===== config.mk =====
export PLATFORM = sky130hd
export DESIGN_NAME = multicycle_sequencer
export DESIGN_NICKNAME = d
export VERILOG_FILES = /design/src/rtl/multicycle_sequencer.sv
export SDC_FILE = /design/constraint.sdc
export NUM_CORES = 1
export LEC_CHECK = 0
export BUFFER_PORTS_ARGS = -buffer_cell sky130_fd_sc_hd__buf_2
export CAP_MARGIN = 25
export CORE_UTILIZATION = 36
export DETAILED_ROUTE_END_ITERATION = 6
export PLACE_DENSITY = 0.65
export SYNTH_ARGS = -nofsm -noshare
export SYNTH_HDL_FRONTEND = slang
export SYNTH_SLANG_ARGS = --single-unit

===== constraint.sdc =====
create_clock -name Clock -period 2.9 [get_ports Clock]
set_input_delay 0.58 -clock Clock [delete_from_list [all_inputs] [get_ports Clock]]
set_output_delay 0.58 -clock Clock [all_outputs]
set_load 0.1 [all_outputs]

===== src/rtl/multicycle_sequencer.sv =====
// Multi-cycle control sequencer for the RV32I core.
// Steps each instruction through FETCH, DECODE, EXEC, MEM and WB over one shared
// memory port and decides when the IR load, PC update, register write and memory
// request enables fire. Field decode (ImmSel, ALUSel, ...) lives in the decoder.
module multicycle_sequencer #(
   parameter int unsigned MEM_WAIT_MAX = 16
) (
   input  logic        Clock,
   input  logic        Reset,
   input  logic [31:0] inst,
   input  logic        BrEq,
   input  logic        BrLT,
   input  logic        mem_ready,
   output logic        mem_req,
   output logic        mem_we,
   output logic        IRWrite,
   output logic        PCWrite,
   output logic        PCSel,
   output logic        RegWEn,
   output logic        BrUn,
   output logic [2:0]  state,
   output logic        illegal,
   output logic        bus_err
);

   localparam int unsigned STATE_W = 3;
   localparam int unsigned CNT_W   = 8;
   localparam int unsigned OP_W    = 5;
   localparam int unsigned F3_W    = 3;

   // Last wait-counter value at which a missing mem_ready still waits no longer.
   localparam logic [CNT_W-1:0] WAIT_LAST = CNT_W'(MEM_WAIT_MAX - 1);

   localparam logic [OP_W-1:0] OP_LOAD   = 5'b00000;
   localparam logic [OP_W-1:0] OP_STORE  = 5'b01000;
   localparam logic [OP_W-1:0] OP_BRANCH = 5'b11000;
   localparam logic [OP_W-1:0] OP_JAL    = 5'b11011;
   localparam logic [OP_W-1:0] OP_JALR   = 5'b11001;
   localparam logic [OP_W-1:0] OP_OP     = 5'b01100;
   localparam logic [OP_W-1:0] OP_OPIMM  = 5'b00100;
   localparam logic [OP_W-1:0] OP_LUI    = 5'b01101;
   localparam logic [OP_W-1:0] OP_AUIPC  = 5'b00101;

   typedef enum logic [STATE_W-1:0] {
      S_FETCH  = 3'd0,
      S_DECODE = 3'd1,
      S_EXEC   = 3'd2,
      S_MEM    = 3'd3,
      S_WB     = 3'd4,
      S_TRAP   = 3'd7
   } state_t;

   state_t           state_q, state_d;
   logic [CNT_W-1:0] cnt_q, cnt_d;
   logic             illegal_q, illegal_d;
   logic             bus_err_q, bus_err_d;

   logic [OP_W-1:0]  opcode;
   logic [F3_W-1:0]  funct3;
   logic             is_alu;
   logic             is_jump;
   logic             is_load;
   logic             is_store;
   logic             is_branch;
   logic             br_f3_ok;
   logic             op_legal;
   logic             br_cmp;
   logic             br_taken;
   logic             wait_expired;

   // Only opcode and funct3 matter here; the rest of the word belongs to the decoder.
   logic             unused_inst_bits;
   assign unused_inst_bits = ^{inst[31:15], inst[11:7], inst[1:0]};

   assign opcode = inst[6:2];
   assign funct3 = inst[14:12];

   // Opcode classification of the held instruction register.
   always_comb begin
      is_alu    = 1'b0;
      is_jump   = 1'b0;
      is_load   = 1'b0;
      is_store  = 1'b0;
      is_branch = 1'b0;
      case (opcode)
         OP_OP, OP_OPIMM, OP_LUI, OP_AUIPC: is_alu    = 1'b1;
         OP_JAL, OP_JALR:                   is_jump   = 1'b1;
         OP_LOAD:                           is_load   = 1'b1;
         OP_STORE:                          is_store  = 1'b1;
         OP_BRANCH:                         is_branch = 1'b1;
         default:                           ;
      endcase
   end

   // funct3 010/011 are the only unused branch encodings.
   assign br_f3_ok = (funct3[2:1] != 2'b01);
   assign op_legal = is_alu | is_jump | is_load | is_store | (is_branch & br_f3_ok);

   // funct3[2] picks the less-than comparator, funct3[0] inverts the sense.
   assign br_cmp   = funct3[2] ? BrLT : BrEq;
   assign br_taken = br_cmp ^ funct3[0];

   // Memory wait has run out when the last allowed cycle also lacks mem_ready.
   assign wait_expired = (cnt_q == WAIT_LAST) && !mem_ready;

   // State and flag registers.
   always_ff @(posedge Clock) begin
      if (Reset) begin
         state_q   <= S_FETCH;
         cnt_q     <= '0;
         illegal_q <= 1'b0;
         bus_err_q <= 1'b0;
      end else begin
         state_q   <= state_d;
         cnt_q     <= cnt_d;
         illegal_q <= illegal_d;
         bus_err_q <= bus_err_d;
      end
   end

   // Next-state, wait counter, sticky flags and enable outputs.
   always_comb begin
      state_d   = state_q;
      cnt_d     = cnt_q;
      illegal_d = illegal_q;
      bus_err_d = bus_err_q;
      mem_req   = 1'b0;
      mem_we    = 1'b0;
      IRWrite   = 1'b0;
      PCWrite   = 1'b0;
      PCSel     = 1'b0;
      RegWEn    = 1'b0;
      BrUn      = 1'b0;
      state     = state_q;
      illegal   = illegal_q;
      bus_err   = bus_err_q;

      case (state_q)
         S_FETCH: begin
            mem_req = 1'b1;
            IRWrite = mem_ready;
            if (mem_ready) begin
               state_d = S_DECODE;
            end else if (wait_expired) begin
               bus_err_d = 1'b1;
               state_d   = S_TRAP;
            end else begin
               cnt_d = cnt_q + CNT_W'(1);
            end
         end

         S_DECODE: begin
            if (op_legal) begin
               state_d = S_EXEC;
            end else begin
               illegal_d = 1'b1;
               state_d   = S_TRAP;
            end
         end

         S_EXEC: begin
            if (is_branch) begin
               BrUn    = funct3[1];
               PCWrite = 1'b1;
               PCSel   = br_taken;
               state_d = S_FETCH;
            end else if (is_load || is_store) begin
               state_d = S_MEM;
            end else begin
               state_d = S_WB;
            end
         end

         S_MEM: begin
            mem_req = 1'b1;
            mem_we  = is_store;
            if (mem_ready) begin
               if (is_store) begin
                  PCWrite = 1'b1;
                  state_d = S_FETCH;
               end else begin
                  state_d = S_WB;
               end
            end else if (wait_expired) begin
               bus_err_d = 1'b1;
               state_d   = S_TRAP;
            end else begin
               cnt_d = cnt_q + CNT_W'(1);
            end
         end

         S_WB: begin
            RegWEn  = 1'b1;
            PCWrite = 1'b1;
            PCSel   = is_jump;
            state_d = S_FETCH;
         end

         S_TRAP: begin
            state_d = S_TRAP;
         end

         default: begin
            state_d = S_TRAP;
         end
      endcase

      // Every entry into a memory-waiting state starts a fresh wait count.
      if ((state_d != state_q) && ((state_d == S_FETCH) || (state_d == S_MEM))) begin
         cnt_d = '0;
      end

      // Reset silences everything in its own cycle, including an in-flight request.
      if (Reset) begin
         mem_req = 1'b0;
         mem_we  = 1'b0;
         IRWrite = 1'b0;
         PCWrite = 1'b0;
         PCSel   = 1'b0;
         RegWEn  = 1'b0;
         BrUn    = 1'b0;
         state   = '0;
         illegal = 1'b0;
         bus_err = 1'b0;
      end
   end

endmodule

==> flow_summary.toml, run 1 <==
[run_status]
status = "completed"

[place]
dp.cells = 163
routabilityCongestion = 0.799
place_area_sq_um = 1120
dp_slack_ns = 0.358
dp_hpwl_mm = 1.57
io_buffers = 24

[sta]
finClkSkew_ns = 0.00308
rsz0062_at_grt = "no"
hold_viol_final = 0
setup_slack_ns = 0.308
fmax_mhz = 386
finalCriticalPeriod_ns = 2.59
final_max_slew_viol_count = 0
setup_viol = 0
tightestPinTransition_ns = 0.484
post-route-period-util = 0.894
slew_headroom = 0.679

[hold_path]
holdPathEnd = "illegal_q"
hp-class = "register to register"
hold_depth = 2
hold_path_startpoint = "illegal_q"

[clock_network]
cts_setup_buffers = 0
cts_tree = "built"
numCtsBuffers = 3
cts_root_buf = "clkbuf_4"
hold_buffers = 0
clock_sinks = 13
cts.clk_slew.worst_paths_ns = 0.08
cts.htree.levels = 1
clk_latency_ns = 0.28
cts.path.max_buffers = 2
cts_resized = 0

[synthesis]
synth_warnings = 0
synth_cell_types = 46
avgSynthCellArea_sq_um = 8.42
synth_cells = 116
synth-seq-cells = 13
syn_area_sq_um = 977
synthFlopType = "dfxtp_1"
synth_nets = 154
yosysSeqAreaShare = 0.266
ys_async_sr_fraction = 0
synth_edf_count = 0

[grt]
track_usage = 0.160
grt_pass1_vias = 786
grt_max_degree = 18
grt_antenna_before_repair = 0
grt_pass1_wl_mm = 3.40
grt_overflow = 0

[drt]
avgViaCountPerCell = 5.69
drtIter0Drc = 13
ant_nets = 0
dr.pass1.iters = 4
routed_wl_mm = 2.14
wire_per_inst_um = 12.8
vias = 950
drcViolationCount = 0

[setup_path]
startpoint_type = "register"
r2r-start = "state_q[2]"
cp.arrival_ns = 2.01
cp-end-kind = "output pin"
cp.required_ns = 2.32
critPathMaxFanout = 11
regToRegSetupSlack_ns = 0.90
crit_type = "register to output pin"
r2r_cells = 5
rr_endpoint = "cnt_q[5]"

[finish]
seq_area_sq_um = 260
antennaDiodeCount = 0
finalNonFillerCells = 167
final_cell_area_sq_um = 1150
filler_cell_count = 260
area_growth_pct = 17.3
multiInputGateArea_sq_um = 657
layout.nets = 176
drive_above_1_share = 0.285

[floorplanning]
dieArea_sq_um = 2930
core_sq_um = 2520
fp.dieW_um = 54.1
fp.dieH_um = 54.1
rows = 18
start_util = 0.387
io_pins = 49

[power]
power_leakage_nw = 0.474
ir_worst_vdd_mv = 0.264
p_per_area_nw_per_um2 = 493

[job]
drv_cap = 0
[layout by cell type, fill, tap and decap left out, types with 3 or more instances in the layout]
| cell | n |
|---|---|
| inv_1 | 5 |
| nor2b_1 | 5 |
| a31oi_1 | 11 |
| nor2_1 | 8 |
| nand4_1 | 3 |
| a21oi_1 | 3 |
| xor2_1 | 7 |
| clkbuf_4 | 3 |
| buf_2 | 23 |
| dfxtp_1 | 13 |
| nand2_1 | 6 |
| nand3_1 | 3 |
[cell usage after synthesis (2+ instances only)]
master    number  area (sq um)
a21oi_1        4          20.0
a31oi_1       11          68.8
and3_1         2          12.5
and4_1         2          17.5
and4b_1        2          20.0
buf_2          2          10.0
buf_6          2          22.5
clkbuf_1       2          7.51
dfxtp_1       13           260
inv_1          5          18.8
mux2i_1        2          20.0
nand2_1        6          22.5
nand3_1        3          15.0
nand3b_1       2          15.0
nand4_1        3          18.8
nor2_1         9          33.8
nor2b_1        5          31.3
nor3_1         3          15.0
o21ai_0        2          10.0
or3_1          2          12.5
or3b_1         2          17.5
xnor2_1        2          17.5
xor2_1         7          61.3
[power breakdown]
group          leakage, nW  total, mW  internal, mW  switching, mW
logic                0.354      0.235        0.0737          0.161
registers            0.106      0.217         0.194         0.0232
clock network       0.0150      0.113        0.0534         0.0593
total                0.474      0.565         0.321          0.244
[critical path, stage by stage (launching register included)]
cell and delay, ns:
dfxtp_1 0.50, or3b_1 0.44, nor3_1 0.21, a31oi_1 0.07, nor2_2 0.10, buf_2 0.42
[flip-flops by register name (all words and copies together), names as in the netlist]
register	count
illegal_q	1
cnt_q	8
state_q	3
bus_err_q	1
[metrics by stage]
step	power (mW)	hold WS (ns)	util	setup TNS, ns
finish	0.565	0.468	0.454	0
detailed placement	0.456	0.460	0.444	0
global placement	0.452	0.447	0.444	0
CTS	0.569	0.479	0.454	0
floorplan	0.421	0.432	-	-0.730
global route	0.601	0.511	0.454	0
[cells by family (layout without fill, tap and decap cells)]
kind of cell	count (synthesis)	after routing	share of synthesized area
AO/OA/AOI/OAI	27	27	0.211
adder cells (fa/ha/maj)	1	1	0.0128
multiplexers	2	2	0.0205
AND/OR/NAND/NOR	50	50	0.323
XOR/XNOR	9	9	0.0807
buffers and inverters	14	35	0.0858
flip-flops	13	13	0.266
[final cells by class]
cell class / count / area share
well taps: 30 / 0.0328
multi-input cells: 89 / 0.573
inverters: 6 / 0.0197
repair buffers: 25 / 0.124
flip-flops and latches: 13 / 0.227
clock buffers: 4 / 0.0229
[worst max path at each step]
stage / slack [ns] / end / start
finish: 0.31 / PCSel / state_q[1]
global route: 0.17 / PCSel / state_q[1]
CTS: 0.30 / PCSel / state_q[1]
detailed placement: 0.36 / PCSel / inst[2]
global placement: 0.36 / PCSel / inst[2]
floorplan: -0.42 / mem_we / inst[2]
[layer usage]
metal	vias up	part of all wire	global-route usage
met5	-	0	0
met4	0	0.0037	0.0256
met3	4	0.045	0.0593
met2	25	0.47	0.267
met1	447	0.48	0.199
li1	474	-	-
Note: power is estimated with default switching activity, not from simulation.
==> run 2, diff against run 1 <==
ABC_CLOCK_PERIOD_IN_PS = 2900   (was unset)
CELL_PAD_IN_SITES_DETAIL_PLACEMENT = 1   (was unset)
CELL_PAD_IN_SITES_GLOBAL_PLACEMENT = 2   (was unset)
CORE_UTILIZATION = 26   (was 36)
PLACE_DENSITY = unset   (was 0.65)
PLACE_DENSITY_LB_ADDON = 0.3   (was unset)
==> flow_summary.toml, run 2 (synthesis results as in run 1) <==
[finish]
drive_above_1_share = 0.285
largest_reg_flops = 8
area_growth_pct = 21.3
finalNonFillerCells = 183
largest-register = "cnt_q"
antennaDiodeCount = 0
seq_area_sq_um = 260
layout_commonest_cell = "buf_2"
multiInputGateArea_sq_um = 657
filler_cell_count = 447
final_cell_mix = "buf_2 (23), dfxtp_1 (13), a31oi_1 (11)"
top_regs = "cnt_q (8), state_q (3)"
final_cell_area_sq_um = 1180
layout.nets = 176

[sta]
hold_viol_final = 0
rsz0062_at_grt = "no"
tightestPinTransition_ns = 0.493
setup_viol = 0
setup_tns_ns = 0
slew_headroom = 0.673
finalCriticalPeriod_ns = 2.60
finClkSkew_ns = 0.00333
post-route-period-util = 0.897
setup_slack_ns = 0.299
final_max_slew_viol_count = 0
fmax_mhz = 385

[setup_path]
critPathMaxFanout = 4
cp.required_ns = 2.32
crit_family = "simple AND/OR/NAND/NOR gates"
cp.arrival_ns = 2.02
crit_buf_inv = 2
cp-end-kind = "output pin"
startpoint_type = "input port"
regToRegSetupSlack_ns = 0.85
crit_type = "input port to output pin"
cp_cell_sequence = "buf_2 -> nor3_1 -> nand3_1 -> nor3_1 -> a31oi_1 -> nor2_2 -> buf_2"
critPathMaxStageDelay_ns = 0.42
cp_slowest_cell = "buf_2"

[power]
p_int_mw = 0.365
p_comb_frac = 0.387
swShare = 0.410
ir_worst_vdd_mv = 0.211
p_per_area_nw_per_um2 = 522
power_leakage_nw = 0.482
p_clk_frac = 0.259
switching_power_mw = 0.254
fin_total_pwr_mw = 0.619
pwr-share-seq = 0.354

[clock_network]
cts_resized = 0
clock_sinks = 13
cts_tree = "built"
cts.htree.levels = 1
hold_buffers = 0
numCtsBuffers = 3
cts_setup_buffers = 0
cts_root_buf = "clkbuf_8"
cts.clk_slew.worst_paths_ns = 0.05
cts.path.max_buffers = 2
clk_latency_ns = 0.24

[place]
io_buffers = 24
dp.cells = 179
routabilityCongestion = 0.712
dp_slack_ns = 0.309
place_area_sq_um = 1140
dp_hpwl_mm = 1.95

[grt]
grt_max_degree = 18
grt_overflow = 0
track_usage = 0.138
grt_antenna_before_repair = 0
grt_pass1_vias = 907
grt_pass1_wl_mm = 4.37

[drt]
drcViolationCount = 0
vias = 947
ant_nets = 0
avgViaCountPerCell = 5.17
dr.pass1.iters = 4
wire_per_inst_um = 14.2
drtIter0Drc = 21
routed_wl_mm = 2.59

[floorplanning]
core_sq_um = 3470
rows = 21
fp.dieW_um = 63.3
fp.dieH_um = 63.3
dieArea_sq_um = 4010
io_pins = 49
start_util = 0.282

[hold_path]
hp-class = "register to register"

[run_status]
status = "completed"

[job]
drv_cap = 0
## run 2: cell count changes in the layout (fill, tap and decap cells not counted)
| cell | before | now |
|---|---|---|
| clkbuf_4 | 3 | 0 |
| clkbuf_8 | 0 | 3 |
## run 2: per-stage QoR
stage / hold slack, ns / util
floorplan: 0.432 / -
global placement: 0.455 / 0.329
detailed placement: 0.465 / 0.329
CTS: 0.477 / 0.342
global route: 0.534 / 0.342
finish: 0.471 / 0.342
## run 2: path summary, 6_finish.rpt
check                  start  cells past startpoint         to
setup / recovery     inst[2]                      7      PCSel
hold / removal     illegal_q                      2  illegal_q
setup reg to reg  state_q[2]                      5   cnt_q[5]
hold reg to reg    illegal_q                      2  illegal_q
## run 2: area by class of cell
cell class / count / share of cell area
inverters: 6 / 0.0190
flip-flops and latches: 13 / 0.220
multi-input cells: 89 / 0.554
well taps: 46 / 0.0486
repair buffers: 25 / 0.120
clock buffers: 4 / 0.0380
## run 2: power by group through the flow
stage / clock [mW] / sequential, mW / combinational (mW)
6_report: 0.160 / 0.219 / 0.240
5_1_grt: 0.176 / 0.222 / 0.259
4_1_cts: 0.170 / 0.219 / 0.241
3_5_place_dp: 0 / 0.222 / 0.240
3_3_place_gp: 0 / 0.222 / 0.236
2_1_floorplan: 0 / 0.207 / 0.215
## run 2: metal layers
layer | track usage | wire, um | up-vias
met5 | 0 | 0 | -
met4 | 0.0256 | 13 | 0
met3 | 0.0399 | 82 | 2
met2 | 0.220 | 1130 | 13
met1 | 0.183 | 1370 | 458
li1 | - | - | 474
## run 2: worst register-to-register path: stages (launching register included)
cell and delay [ns]:
dfxtp_1 0.43, or3_1 0.54, a221oi_4 0.52, nand4_1 0.17, xor2_1 0.18, a31oi_1 0.14
==> run 3, diff against run 2 <==
ABC_CLOCK_PERIOD_IN_PS = 2300   (was 2900)
CORE_UTILIZATION = 22   (was 26)
clock period = 2.3 ns   (was 2.9 ns; I/O delays follow)
==> flow_summary.toml, run 3 (synthesis results as in run 1) <==
[run_status]
status = "completed"

[floorplanning]
start_util = 0.236
fp.dieH_um = 68.6
io_pins = 49
dieArea_sq_um = 4710
core_sq_um = 4140
fp.dieW_um = 68.6
rows = 23

[hold_path]
hold_path_startpoint = "illegal_q"
hp-class = "register to register"
hold_depth = 2

[setup_path]
startpoint_type = "register"
cp_slowest_cell = "or3b_4"
critPathMaxFanout = 9
cp.arrival_ns = 1.70
cp_cell_sequence = "or3b_4 -> nor3_1 -> a31oi_1 -> nor2_2 -> buf_12"
cp-end-kind = "output pin"
critPathMaxStageDelay_ns = 0.44
r2r-start = "state_q[2]"
crit_family = "simple AND/OR/NAND/NOR gates"
r2r_cells = 5
crit_buf_inv = 1
crit_type = "register to output pin"
cp-startpoint = "state_q[0]"
cp.depth = 5
cp.required_ns = 1.84

[sta]
hold_viol_final = 0
post-route-period-util = 0.938
final_max_slew_viol_count = 0
finalCriticalPeriod_ns = 2.16
rsz0062_at_grt = "no"
setup_viol = 0
finClkSkew_ns = 0.00386
fmax_mhz = 463
setup_tns_ns = 0
tightestPinTransition_ns = 0.487
slew_headroom = 0.678

[drt]
drcViolationCount = 0
drtIter0Drc = 17
ant_nets = 0
dr.pass1.iters = 2
vias = 963
wire_per_inst_um = 14.0
avgViaCountPerCell = 5.07
routed_wl_mm = 2.66

[clock_network]
cts.htree.levels = 1
clk_latency_ns = 0.25
numCtsBuffers = 3
cts_root_buf = "clkbuf_8"
clock_sinks = 13
cts_tree = "built"
cts.clk_slew.worst_paths_ns = 0.06
cts.path.max_buffers = 2

[finish]
largest_reg_flops = 8
multiInputGateArea_sq_um = 691
drive_above_1_share = 0.364
layout.nets = 179
filler_cell_count = 500
final_cell_mix = "buf_2 (18), a31oi_1 (11), dfxtp_1 (11)"
final_cell_area_sq_um = 1330
layout_commonest_cell = "buf_2"
fin_util = 0.320
top_regs = "cnt_q (8), state_q (3)"
antennaDiodeCount = 0
seq_area_sq_um = 265
area_growth_pct = 35.9
largest-register = "cnt_q"

[grt]
grt_pass1_vias = 953
grt_overflow = 0
track_usage = 0.129
use_met3 = 0.0362
busiest_layer = "met2"
grt_pass1_wl_mm = 4.42
use_met1 = 0.157
grt_antenna_before_repair = 0
grtUsageMet2 = 0.213
grt_max_degree = 18

[place]
io_buffers = 24
place_area_sq_um = 1280
dp_hpwl_mm = 2.08
routabilityCongestion = 0.708

[power]
power_leakage_nw = 0.528
fin_total_pwr_mw = 0.815
p_per_area_nw_per_um2 = 614
ir_worst_vdd_mv = 0.328

[job]
drv_cap = 0
run 3: worst register-to-register path, stage by stage (launching register included):
cell      delay (ns)
dfxtp_2         0.39
or3_1           0.52
a221oi_4        0.51
nand4_1         0.18
xor2_1          0.17
a31oi_1         0.14
run 3: what timing repair did:
| item | CTS | global route |
|---|---|---|
| resized for setup | 0 | 2 |
| hold buffers | 0 | 0 |
| setup endpoints to repair | 0 | 1 |
| buffers inserted | 0 | 0 |
run 3: power breakdown:
group	switching, mW	internal, mW	total, mW
logic	0.218	0.118	0.336
clock network	0.0850	0.120	0.205
registers	0.0292	0.245	0.274
run 3: final timing paths:
path / end / slack (ns)
max: PCSel / 0.14
min: illegal_q / 0.46
max reg2reg: cnt_q[6] / 0.31
min reg2reg: illegal_q / 0.46
run 3: area by class of cell:
cell class,instances,area share
clock inverter,1,0.00377
clock buffer,3,0.0311
tap,50,0.0471
multi-input combinational,89,0.520
timing repair buffer,28,0.181
inverter,6,0.0170
sequential,13,0.200
run 3: through the flow:
step | hold WS, ns | instances | setup WS [ns]
after floorplan | 0.432 | 116 | -0.220
final | 0.461 | 190 | 0.142
after global placement | 0.459 | 186 | 0.174
after detailed placement | 0.457 | 186 | 0.127
after global routing | 0.510 | 190 | 0.00465
after CTS | 0.471 | 190 | 0.0413
run 3: layer usage:
layer	part of all wire	wire length [um]	vias up
met5	0	0	-
li1	-	-	480
met3	0.041	108	4
met2	0.45	1210	16
met4	0.012	33	0
met1	0.49	1310	463
